### src/rtl/lru_ctrl.sv
// LRU replacement controller: arbitrates hit touches against miss victim lookups
// and sequences the command interface of an external LRU array.
//
// state  | meaning
// INIT   | one-cycle init-all command to the LRU array
// IDLE   | arbitrate flush / miss / hit requests
// LOOKUP | read the LRU way of the missing set into victim_q
// TOUCH  | report the victim and mark it most recently used
module lru_ctrl #(
    parameter int ASSOC        = 8,
    parameter int INDEX_SIZE   = 7,
    parameter int STARVE_LIMIT = 4,
    localparam int WAY_W       = $clog2(ASSOC)
) (
    input  logic                  clk,
    input  logic                  rst,
    input  logic                  flush,
    input  logic                  hit_valid,
    output logic                  hit_ready,
    input  logic [INDEX_SIZE-1:0] hit_index,
    input  logic [WAY_W-1:0]      hit_way,
    input  logic                  miss_valid,
    output logic                  miss_ready,
    input  logic [INDEX_SIZE-1:0] miss_index,
    output logic                  victim_valid,
    output logic [WAY_W-1:0]      victim_way,
    output logic                  busy,
    output logic [1:0]            lru_replace,
    output logic [INDEX_SIZE-1:0] lru_index,
    output logic [WAY_W-1:0]      lru_assoc,
    input  logic [WAY_W-1:0]      lru_way
);

    localparam int SW = $clog2(STARVE_LIMIT + 1);
    localparam logic [SW-1:0] STARVE_MAX = SW'(STARVE_LIMIT);

    localparam logic [1:0] CMD_INIT  = 2'b00;
    localparam logic [1:0] CMD_TOUCH = 2'b01;
    localparam logic [1:0] CMD_NOP   = 2'b11;

    typedef enum logic [1:0] {S_INIT, S_IDLE, S_LOOKUP, S_TOUCH} state_e;

    state_e                  state_q, state_d;
    logic [SW-1:0]           starve_q, starve_d;
    logic                    flush_pend_q, flush_pend_d;
    logic [INDEX_SIZE-1:0]   idx_q, idx_d;
    logic [WAY_W-1:0]        victim_q, victim_d;
    logic                    starve_sat;

    always_ff @(posedge clk) begin
        if (rst) begin
            state_q      <= S_INIT;
            starve_q     <= '0;
            flush_pend_q <= 1'b0;
            idx_q        <= '0;
            victim_q     <= '0;
        end else begin
            state_q      <= state_d;
            starve_q     <= starve_d;
            flush_pend_q <= flush_pend_d;
            idx_q        <= idx_d;
            victim_q     <= victim_d;
        end
    end

    assign starve_sat = (starve_q == STARVE_MAX);
    assign busy       = (state_q != S_IDLE);
    assign victim_way = victim_q;

    always_comb begin
        state_d      = state_q;
        starve_d     = starve_q;
        flush_pend_d = flush_pend_q | flush;
        idx_d        = idx_q;
        victim_d     = victim_q;
        hit_ready    = 1'b0;
        miss_ready   = 1'b0;
        victim_valid = 1'b0;
        lru_replace  = CMD_NOP;
        lru_index    = '0;
        lru_assoc    = '0;

        if (!rst) begin
            case (state_q)
                S_INIT: begin
                    lru_replace = CMD_INIT;
                    state_d     = S_IDLE;
                end
                S_IDLE: begin
                    hit_ready  = !flush_pend_q && !(miss_valid && starve_sat);
                    miss_ready = !flush_pend_q && (!hit_valid || starve_sat);
                    if (flush_pend_q) begin
                        // a flush arriving on the same cycle stays pending for another init
                        flush_pend_d = flush;
                        state_d      = S_INIT;
                    end else if (miss_valid && miss_ready) begin
                        idx_d   = miss_index;
                        state_d = S_LOOKUP;
                    end else if (hit_valid && hit_ready) begin
                        lru_replace = CMD_TOUCH;
                        lru_index   = hit_index;
                        lru_assoc   = hit_way;
                        if (miss_valid && !starve_sat) begin
                            starve_d = starve_q + 1'b1;
                        end
                    end
                end
                S_LOOKUP: begin
                    lru_index = idx_q;
                    victim_d  = lru_way;
                    state_d   = S_TOUCH;
                end
                S_TOUCH: begin
                    lru_replace  = CMD_TOUCH;
                    lru_index    = idx_q;
                    lru_assoc    = victim_q;
                    victim_valid = 1'b1;
                    state_d      = S_IDLE;
                end
                default: state_d = S_INIT;
            endcase

            if (!miss_valid || miss_ready) begin
                starve_d = '0;
            end
        end
    end

endmodule

### config.mk
export PLATFORM = sky130hd
export DESIGN_NAME = lru_ctrl
export DESIGN_NICKNAME = d
export VERILOG_FILES = /design/src/rtl/lru_ctrl.sv
export SDC_FILE = /design/constraint.sdc
export NUM_CORES = 1
export LEC_CHECK = 0
export CAP_MARGIN = 20
export CELL_PAD_IN_SITES_DETAIL_PLACEMENT = 0
export CELL_PAD_IN_SITES_GLOBAL_PLACEMENT = 2
export CORE_UTILIZATION = 23
export CTS_CLUSTER_DIAMETER = 60
export DETAILED_ROUTE_END_ITERATION = 8
export GPL_ROUTABILITY_DRIVEN = 0
export PLACE_DENSITY = 0.81
export SETUP_SLACK_MARGIN = 0.2
export SLEW_MARGIN = 25
export SYNTH_ARGS = -nofsm -noshare
export SYNTH_HDL_FRONTEND = slang
export SYNTH_SLANG_ARGS = --single-unit
### constraint.sdc
create_clock -name clk -period 2.35 [get_ports clk]
set_input_delay 0.47 -clock clk [delete_from_list [all_inputs] [get_ports clk]]
set_output_delay 0.47 -clock clk [all_outputs]
set_load 0.005 [all_outputs]
After elaboration in Yosys (flattened, before gate mapping). Cells that the tools add are included.

Add/sub/neg operators: 1. Bitwise logic cells: 3. Muxes and demuxes: 27. Equality and inequality tests: 6. Reduce and logical (&&, ||, !) cells: 19.

Operator list (number): $mux 7 (4); $pmux 7 s2 (1); $mux 2 (6); $mux 3 (4); $pmux 2 s3 (2); $mux 1 (9); $logic_and 1x1->1 (6); $pmux 3 s2 (1); $reduce_or 2->1 (3); $logic_not 1->1 (5); $reduce_and 5->1 (1); $eq 2x2->1 const B (2); $add 3x1->3 const B (1); $eq 3x3->1 const B (1); $ne 3x3->1 const B (1); $reduce_and 3->1 (1); $eq 2x1->1 const B (1); $logic_not 2->1 (1); $logic_or 1x1->1 (2); $ne 2x1->1 const B (1); $not 1->1 (2); $or 1x1->1 (1).

Flip-flop bits (word level): 16. Logic and storage cells: 61.

Logic depth before layout (Yosys ltp). Gate-level depths: netlist (run 1).

Word-level depth: 10. Gate-level depth with buffers: 6. Mapped depth without buffers: 5.

Least setup slack after synthesis (run 1). Ideal clock, no wire load.

Path kind: register -> output. Start point: reg starve_q[0]. End point: out lru_assoc[0]. Data arrival time: 1.313 ns. Slack: 0.567 ns. Buffers on the path: 0. Stages on the path, launching flop included: 6. Data required time: 1.880 ns. Cell sequence: dfxtp_1 > inv_1 > ha_1 > and3_1 > nor4b_4 > a22o_1.

Word-level cells in the longest chain between the ends: 10. Elaborated cells on any way between the ends: 13. Those cells by class: 1 x eq/ne; 5 x mux; 7 x reduce/logical.

Ends and longest elaborated chain: start, declared (line 44) `logic [SW-1:0] starve_q, starve_d;`; start signal, assigned (line 59) `starve_q <= starve_d;`; $eq 3x3->1 * (line 66) `assign starve_sat = (starve_q == STARVE_MAX);`; $logic_and 1x1->1 (line 90) `hit_ready = !flush_pend_q && !(miss_valid && starve_sat);`; $logic_not 1->1 (line 90); $logic_and 1x1->1 (line 90); $logic_and 1x1->1 (line 99) `end else if (hit_valid && hit_ready) begin`; $mux 3 (line 99); $mux 3 * (line 96) `end else if (miss_valid && miss_ready) begin`; $mux 3 * (line 92) `if (flush_pend_q) begin`; $pmux 3 s2 * (line 84) `case (state_q)`; $mux 3 * (line 83) `if (!rst) begin`; end, declared (line 30) `output logic [WAY_W-1:0] lru_assoc,`.

Mark *: on every way between the ends. The rest lies on a longest branch, timed or not.

Worst setup path in the final report (run 1).
Start point: reg starve_q[0]. End point: out lru_assoc[1].

The elaborated chain is that of the path after synthesis.

==> results by group, run 1 <==
Pwr
  • P_leak: 0.638 nW
  • Max VDD drop: 0.212 mV
  • Cell Pwr Density: 434 mW/mm^2

Critical path
  • WS Path Type: reg2out
  • Max FO, Critical Path: 3
  • Req. time, crit path: 1.88 ns
  • Critical path capture point type: output port
  • Worst EP arrival: 1.75 ns
  • Startpoint type of the worst setup path: register

Synthesis
  • Post-Synthesis Cells: 116
  • Main synth FF type: dfxtp_1
  • Post-synth cell types: 32
  • Top-area cell type share of the netlist area: 0.336
  • Largest area contributor in the netlist: dfxtp_1
  • Sequential-to-total area share from yosys stat: 0.336
  • Post-synth EDFFs: 0
  • Synth top area cells: dfxtp_1 (34%), a21oi_1 (10%), nand4_1 (9.2%)
  • Async set-reset flop share out of synthesis: 0
  • Post-Syn Area: 953 um^2
  • Synth cell count leaders: a21oi_1 (19), dfxtp_1 (16), nand4_1 (14)
  • Avg Cell Area, Syn: 8.22 um^2
  • Post-Syn Nets: 143
  • Top-count cell post-synth: a21oi_1
  • Synth warn: 0
  • Flops & latches, synth: 16

STA
  • Final count of hold timing violations: 0
  • Hold_ws: 0.470 ns
  • Clock skew: 0.00253 ns
  • Endpoints failing setup: 0
  • Post-layout minimum cycle time: 2.22 ns
  • Slew margin rel.: 0.824
  • RSZ-0062 raised after global routing: true
  • Final worst-path cycle share: 0.944
  • Upper clock frequency limit: 451 MHz
  • Slew @ Worst Pin: 0.263 ns
  • Slew Viols, Final: 0

Clock network
  • Clock Pin Slew Worst Setup and Hold Paths: 0.07 ns
  • CTS buffer count: 3
  • # H-tree levels: 1
  • TritonCTS clock tree: done
  • Hold-fix buffers, CTS: 0
  • TritonCTS Sinks: 16
  • CTS root buf: clkbuf_8
  • Skew-Pair Late Insertion Delay: 0.25 ns
  • Clock tree buffer depth: 2

Die
  • Row count: 23
  • Chip width: 66.4 um
  • Io pins: 44
  • Die height: 66.4 um
  • Initial Util: 0.238
  • CORE AREA: 0.00400 mm^2
  • Die area: 0.00441 mm^2

Placed design
  • Port Buffer Count: 43
  • Placed Area: 0.00149 mm^2
  • DP HPWL: 2400 um

Global route
  • GRT Overall Usage: 0.161
  • Vias in the first global route: 1184
  • Global-route wire length before repair: 5370 um
  • Largest net degree at the start of global routing: 14
  • Initial antenna violation count: 0
  • Total gr overflow: 0

Cells and area
  • Diode count: 0
  • Post-layout net count: 203
  • Non-Filler Cell Area, Final: 0.00164 mm^2
  • Share of layout cells above drive strength 1: 0.286
  • Area growth, synth to finish: 71.8%

Detailed routing
  • Drt total wl: 3340 um
  • Met3 WL: 156 um
  • Drt pass-1 iters: 4
  • Met1 wire length: 1470 um
  • Iteration-0 DRC Markers: 27
  • Routed len/inst: 14.8 um
  • Via Count: 1137
  • Antenna viol nets, final: 0
  • DRC Markers: 0
  • Routed met2 length: 1670 um
  • Top Layer Used: met4
  • Vias/cell: 5.05

Outcome
  • Status: completed

Worst hold path
  • Min-delay worst type: reg2reg

Run
  • Number of max-cap violations: 0
power by group:
| part | total (mW) | switching, mW | internal, mW |
|---|---|---|---|
| Combinational | 0.172 | 0.0723 | 0.0996 |
| Clock | 0.252 | 0.103 | 0.149 |
| Sequential | 0.287 | 0.00750 | 0.279 |
sequential cells by signal (all words and copies together) (netlist names):
register / count
idx_q: 7
starve_q: 3
victim_way: 3
state_q: 2
flush_pend_q: 1
what timing repair did:
item | CTS | global route
gates resized for setup | 40 | 4
setup buffers | 7 | 2
endpoints found under the setup margin | 15 | 8
pin swaps | 7 | 3
endpoints found under the hold margin | 0 | 0
per-layer routing:
metal / track usage / vias to the layer above
met5: 0 / -
met4: 0.0479 / 0
met3: 0.0328 / 6
met2: 0.288 / 31
met1: 0.190 / 551
li1: - / 549
cells by family after synthesis:
group | share of synthesized area
AND/OR/NAND/NOR | 0.299
AO/OA/AOI/OAI | 0.234
flip-flops | 0.336
buffers and inverters | 0.0735
multiplexers | 0.0315
adder cells (fa/ha/maj) | 0.0262
path summary, 6_finish.rpt:
check                 end  cells past startpoint    startpoint  slack (ns)
max          lru_assoc[1]                      8   starve_q[0]        0.13
min              idx_q[1]                      2      idx_q[1]        0.47
max reg2reg      idx_q[4]                      5  flush_pend_q        0.79
min reg2reg      idx_q[1]                      2      idx_q[1]        0.47
worst max-delay path: stages, from the launching register on:
cell,delay (ns)
dfxtp_2,0.34
inv_2,0.05
ha_4,0.16
and3_4,0.19
nor4b_4,0.27
buf_4,0.17
buf_6,0.09
a22o_1,0.12
buf_2,0.11
cells in the final DEF (no fill, tap or decap), types with 2 or more instances in the layout:
cell,count
clkdlybuf4s50_1,27
buf_4,19
a21oi_1,17
nand4_1,14
dfxtp_1,11
dlygate4sd2_1,11
nand2_1,10
o31ai_1,7
nor2_1,6
clkbuf_8,4
dfxtp_2,4
a22o_1,3
inv_1,3
mux2i_1,3
buf_2,3
a21oi_2,2
a31oi_1,2
nor3_1,2
nand3_1,2
buf_6,2
area by class of cell:
| class | count | area, um^2 |
|---|---|---|
| Fill cell | 402 | 2360 |
| Multi-Input combinational cell | 86 | 593 |
| Clock buffer | 4 | 55.1 |
| Sequential cell | 16 | 329 |
| Timing Repair Buffer | 65 | 583 |
| Tap cell | 50 | 62.6 |
| Inverter | 4 | 15.0 |
per-stage QoR:
| step | std cells | utilization | setup TNS (ns) | power, mW | worst slack, ns |
|---|---|---|---|---|---|
| 5_1_grt | 225 | 0.409 | 0 | 0.745 | 0.0551 |
| 4_1_cts | 223 | 0.404 | 0 | 0.713 | 0.111 |
| 6_report | 225 | 0.409 | 0 | 0.710 | 0.132 |
| 2_1_floorplan | 116 | - | 0 | 0.362 | 0.567 |
| 3_5_place_dp | 212 | 0.372 | -2.29 | 0.451 | -0.298 |
| 3_3_place_gp | 212 | 0.372 | -2.32 | 0.449 | -0.248 |
(Power assumes the default switching activity.)
==> inputs of run 2 (changes only) <==
--- a/config.mk
+++ b/config.mk
@@ -13,6 +13,7 @@
 export DETAILED_ROUTE_END_ITERATION = 8
 export GPL_ROUTABILITY_DRIVEN = 0
 export PLACE_DENSITY = 0.81
+export REMOVE_ABC_BUFFERS = 1
 export SETUP_SLACK_MARGIN = 0.2
 export SLEW_MARGIN = 25
 export SYNTH_ARGS = -nofsm -noshare
==> results by group, run 2 (synthesis gave the netlist of run 1 again) <==
Global route
  • Total gr overflow: 0 (unchanged)
  • Initial antenna violation count: 0 (unchanged)
  • Largest net degree at the start of global routing: 13 (was 14)
  • Vias in the first global route: 1082 (was 1184)
  • GRT Overall Usage: 0.154 (was 0.161)
  • Global-route wire length before repair: 5070 um (was 5370 um)

Placed design
  • Pre-CTS WS: -0.249 ns (was -0.298 ns)
  • Port Buffer Count: 43 (unchanged)
  • Placed Area: 0.00151 mm^2 (was 0.00149 mm^2)
  • DP HPWL: 2300 um (was 2400 um)

STA
  • Slew @ Worst Pin: 0.287 ns (was 0.263 ns)
  • Final count of hold timing violations: 0 (unchanged)
  • Clock skew: 0.00242 ns (was 0.00253 ns)
  • Post-layout minimum cycle time: 2.23 ns (was 2.22 ns)
  • Final Worst Setup Slack: 0.123 ns (was 0.132 ns)
  • Slew Viols, Final: 0 (unchanged)
  • Hold_ws: 0.460 ns (was 0.470 ns)
  • Endpoints failing setup: 0 (unchanged)
  • Final worst-path cycle share: 0.948 (was 0.944)
  • Upper clock frequency limit: 449 MHz (was 451 MHz)
  • RSZ-0062 raised after global routing: true (unchanged)
  • Slew margin rel.: 0.808 (was 0.824)

Cells and area
  • Post-layout net count: 211 (was 203)
  • Final-layout fill cell count: 404 (was 402)
  • Area taken by multi-input logic gates: 608 um^2 (was 593 um^2)
  • Most frequent cells in the layout: clkdlybuf4s50_1 (26), buf_4 (23), a21oi_1 (15) (was clkdlybuf4s50_1 (27), buf_4 (19), a21oi_1 (17))
  • Seq. cell area: 329 um^2 (unchanged)
  • Max reg flops: 7 (unchanged)
  • Diode count: 0 (unchanged)
  • Non-Filler Cell Area, Final: 0.00171 mm^2 (was 0.00164 mm^2)
  • Most common cell after layout, fill and taps aside: clkdlybuf4s50_1 (unchanged)
  • Most flops, register: idx_q (unchanged)
  • Area growth, synth to finish: 79.1% (was 71.8%)
  • Share of layout cells above drive strength 1: 0.366 (was 0.286)

Die
  • Chip width: 66.4 um (unchanged)
  • Io pins: 44 (unchanged)
  • Row count: 23 (unchanged)
  • Die height: 66.4 um (unchanged)
  • CORE AREA: 0.00400 mm^2 (unchanged)
  • Initial Util: 0.238 (unchanged)
  • Die area: 0.00441 mm^2 (unchanged)

Clock network
  • TritonCTS clock tree: done (unchanged)
  • CTS buffer count: 3 (unchanged)
  • Clock Pin Slew Worst Setup and Hold Paths: 0.07 ns (about the same)
  • # H-tree levels: 1 (unchanged)
  • Skew-Pair Late Insertion Delay: 0.25 ns (about the same)
  • TritonCTS Sinks: 16 (unchanged)
  • Clock tree buffer depth: 2 (unchanged)
  • CTS root buf: clkbuf_8 (unchanged)

Detailed routing
  • Drt pass-1 iters: 4 (unchanged)
  • Drt total wl: 3270 um (was 3340 um)
  • DRC Markers: 0 (unchanged)
  • Via Count: 1138 (was 1137)
  • Antenna viol nets, final: 0 (unchanged)
  • Vias/cell: 4.88 (was 5.05)
  • Routed len/inst: 14.0 um (was 14.8 um)
  • Iteration-0 DRC Markers: 42 (was 27)

Run
  • Number of max-cap violations: 0 (unchanged)

Pwr
  • Total Power: 728 uW (was 710 uW)
  • Cell Pwr Density: 426 mW/mm^2 (was 434 mW/mm^2)
  • Max VDD drop: 0.186 mV (was 0.212 mV)
  • P_leak: 0.667 nW (was 0.638 nW)

Worst hold path
  • Hold Path Cell Cnt: 2 (unchanged)
  • Hold EP: starve_q[1] (was idx_q[1])
  • Min-delay src: starve_q[1] (was idx_q[1])
  • Min-delay worst type: reg2reg (unchanged)

Critical path
  • CP max stage delay: 0.35 ns (was 0.34 ns)
  • Critical path capture point type: output port (unchanged)
  • Levels on crit path: 8 (unchanged)
  • R2r startpoint: flush_pend_q (unchanged)
  • Cells on worst reg2reg path: 4 (was 5)
  • Req. time, crit path: 1.88 ns (about the same)
  • Buf/Inv on CP: 4 (unchanged)
  • Startpoint type of the worst setup path: register (unchanged)
  • Worst flop-to-flop path endpoint: idx_q[1] (was idx_q[4])
  • Worst EP arrival: 1.76 ns (was 1.75 ns)
  • Worst R2R Setup Slack: 0.96 ns (was 0.79 ns)
  • WS Path Type: reg2out (unchanged)
  • CP top delay family: simple AND/OR/NAND/NOR gates (unchanged)
  • Max FO, Critical Path: 3 (unchanged)
  • Crit path max-delay cell type: dfxtp_2 (unchanged)
  • CP cell instances: inv_2, ha_4, and3_4, nor4b_4, buf_4, buf_6, a22o_1, buf_2 (unchanged)

Outcome
  • Status: completed (unchanged)
==> run 2: cell types whose count changed in the layout (fill, tap and decap cells not counted), moves of 2 or more <==
cell	before	now
a21oi_1	17	15
a21oi_2	2	4
buf_4	19	23
buf_6	2	6
clkbuf_2	1	7
clkdlybuf4s15_1	0	2
dlygate4sd2_1	11	4
==> run 2: worst max-delay path by stage <==
stage                  from           end  slack [ns]
6_report        starve_q[0]  lru_assoc[1]        0.12
5_1_grt         starve_q[0]  lru_assoc[0]        0.04
4_1_cts        flush_pend_q  lru_assoc[1]        0.02
3_5_place_dp     miss_valid  lru_assoc[1]       -0.25
3_3_place_gp     miss_valid  lru_assoc[2]       -0.23
2_1_floorplan    state_q[1]  lru_assoc[0]        0.55
==> run 2: cell type report <==
class | count | area share
sequential | 16 | 0.193
inverter | 4 | 0.00879
clock buffer | 4 | 0.0322
multi-input combinational | 86 | 0.356
timing repair buffer | 73 | 0.374
tap | 50 | 0.0366
==> run 2: metrics by stage <==
step | TNS, ns | util | instances
2_1_floorplan | 0 | - | 106
3_3_place_gp | -1.91 | 0.378 | 215
3_5_place_dp | -1.91 | 0.378 | 215
4_1_cts | 0 | 0.407 | 226
5_1_grt | 0 | 0.427 | 233
6_report | 0 | 0.427 | 233
==> run 2: repair_timing <==
item,4_1_cts,5_1_grt
pin swaps,6,9
gates resized for setup,36,29
gates cloned,0,0
endpoints found under the setup margin,15,15
hold buffers,0,0
hold endpoints to repair,0,0
setup buffers,7,7
==> run 2: metal layers <==
layer | up-vias | routed length, um | part of all wire | global-route usage
met1 | 537 | 1500 | 0.46 | 0.197
met3 | 5 | 153 | 0.047 | 0.0345
met4 | 0 | 35 | 0.011 | 0.0479
met2 | 31 | 1590 | 0.49 | 0.255
met5 | - | 0 | 0 | 0
li1 | 565 | - | - | -
==> run 2: report_power, final <==
group / internal, mW / switching (mW) / total [mW] / leakage [nW]
logic: 0.111 / 0.0775 / 0.188 / 0.506
clock network: 0.149 / 0.106 / 0.255 / 0.0288
registers: 0.279 / 0.00553 / 0.285 / 0.132
==> run 2: tightest hold or removal path: stages (launching register included) <==
cell	delay, ns
dfxtp_2	0.33
nand2_1	0.05
a21oi_1	0.05
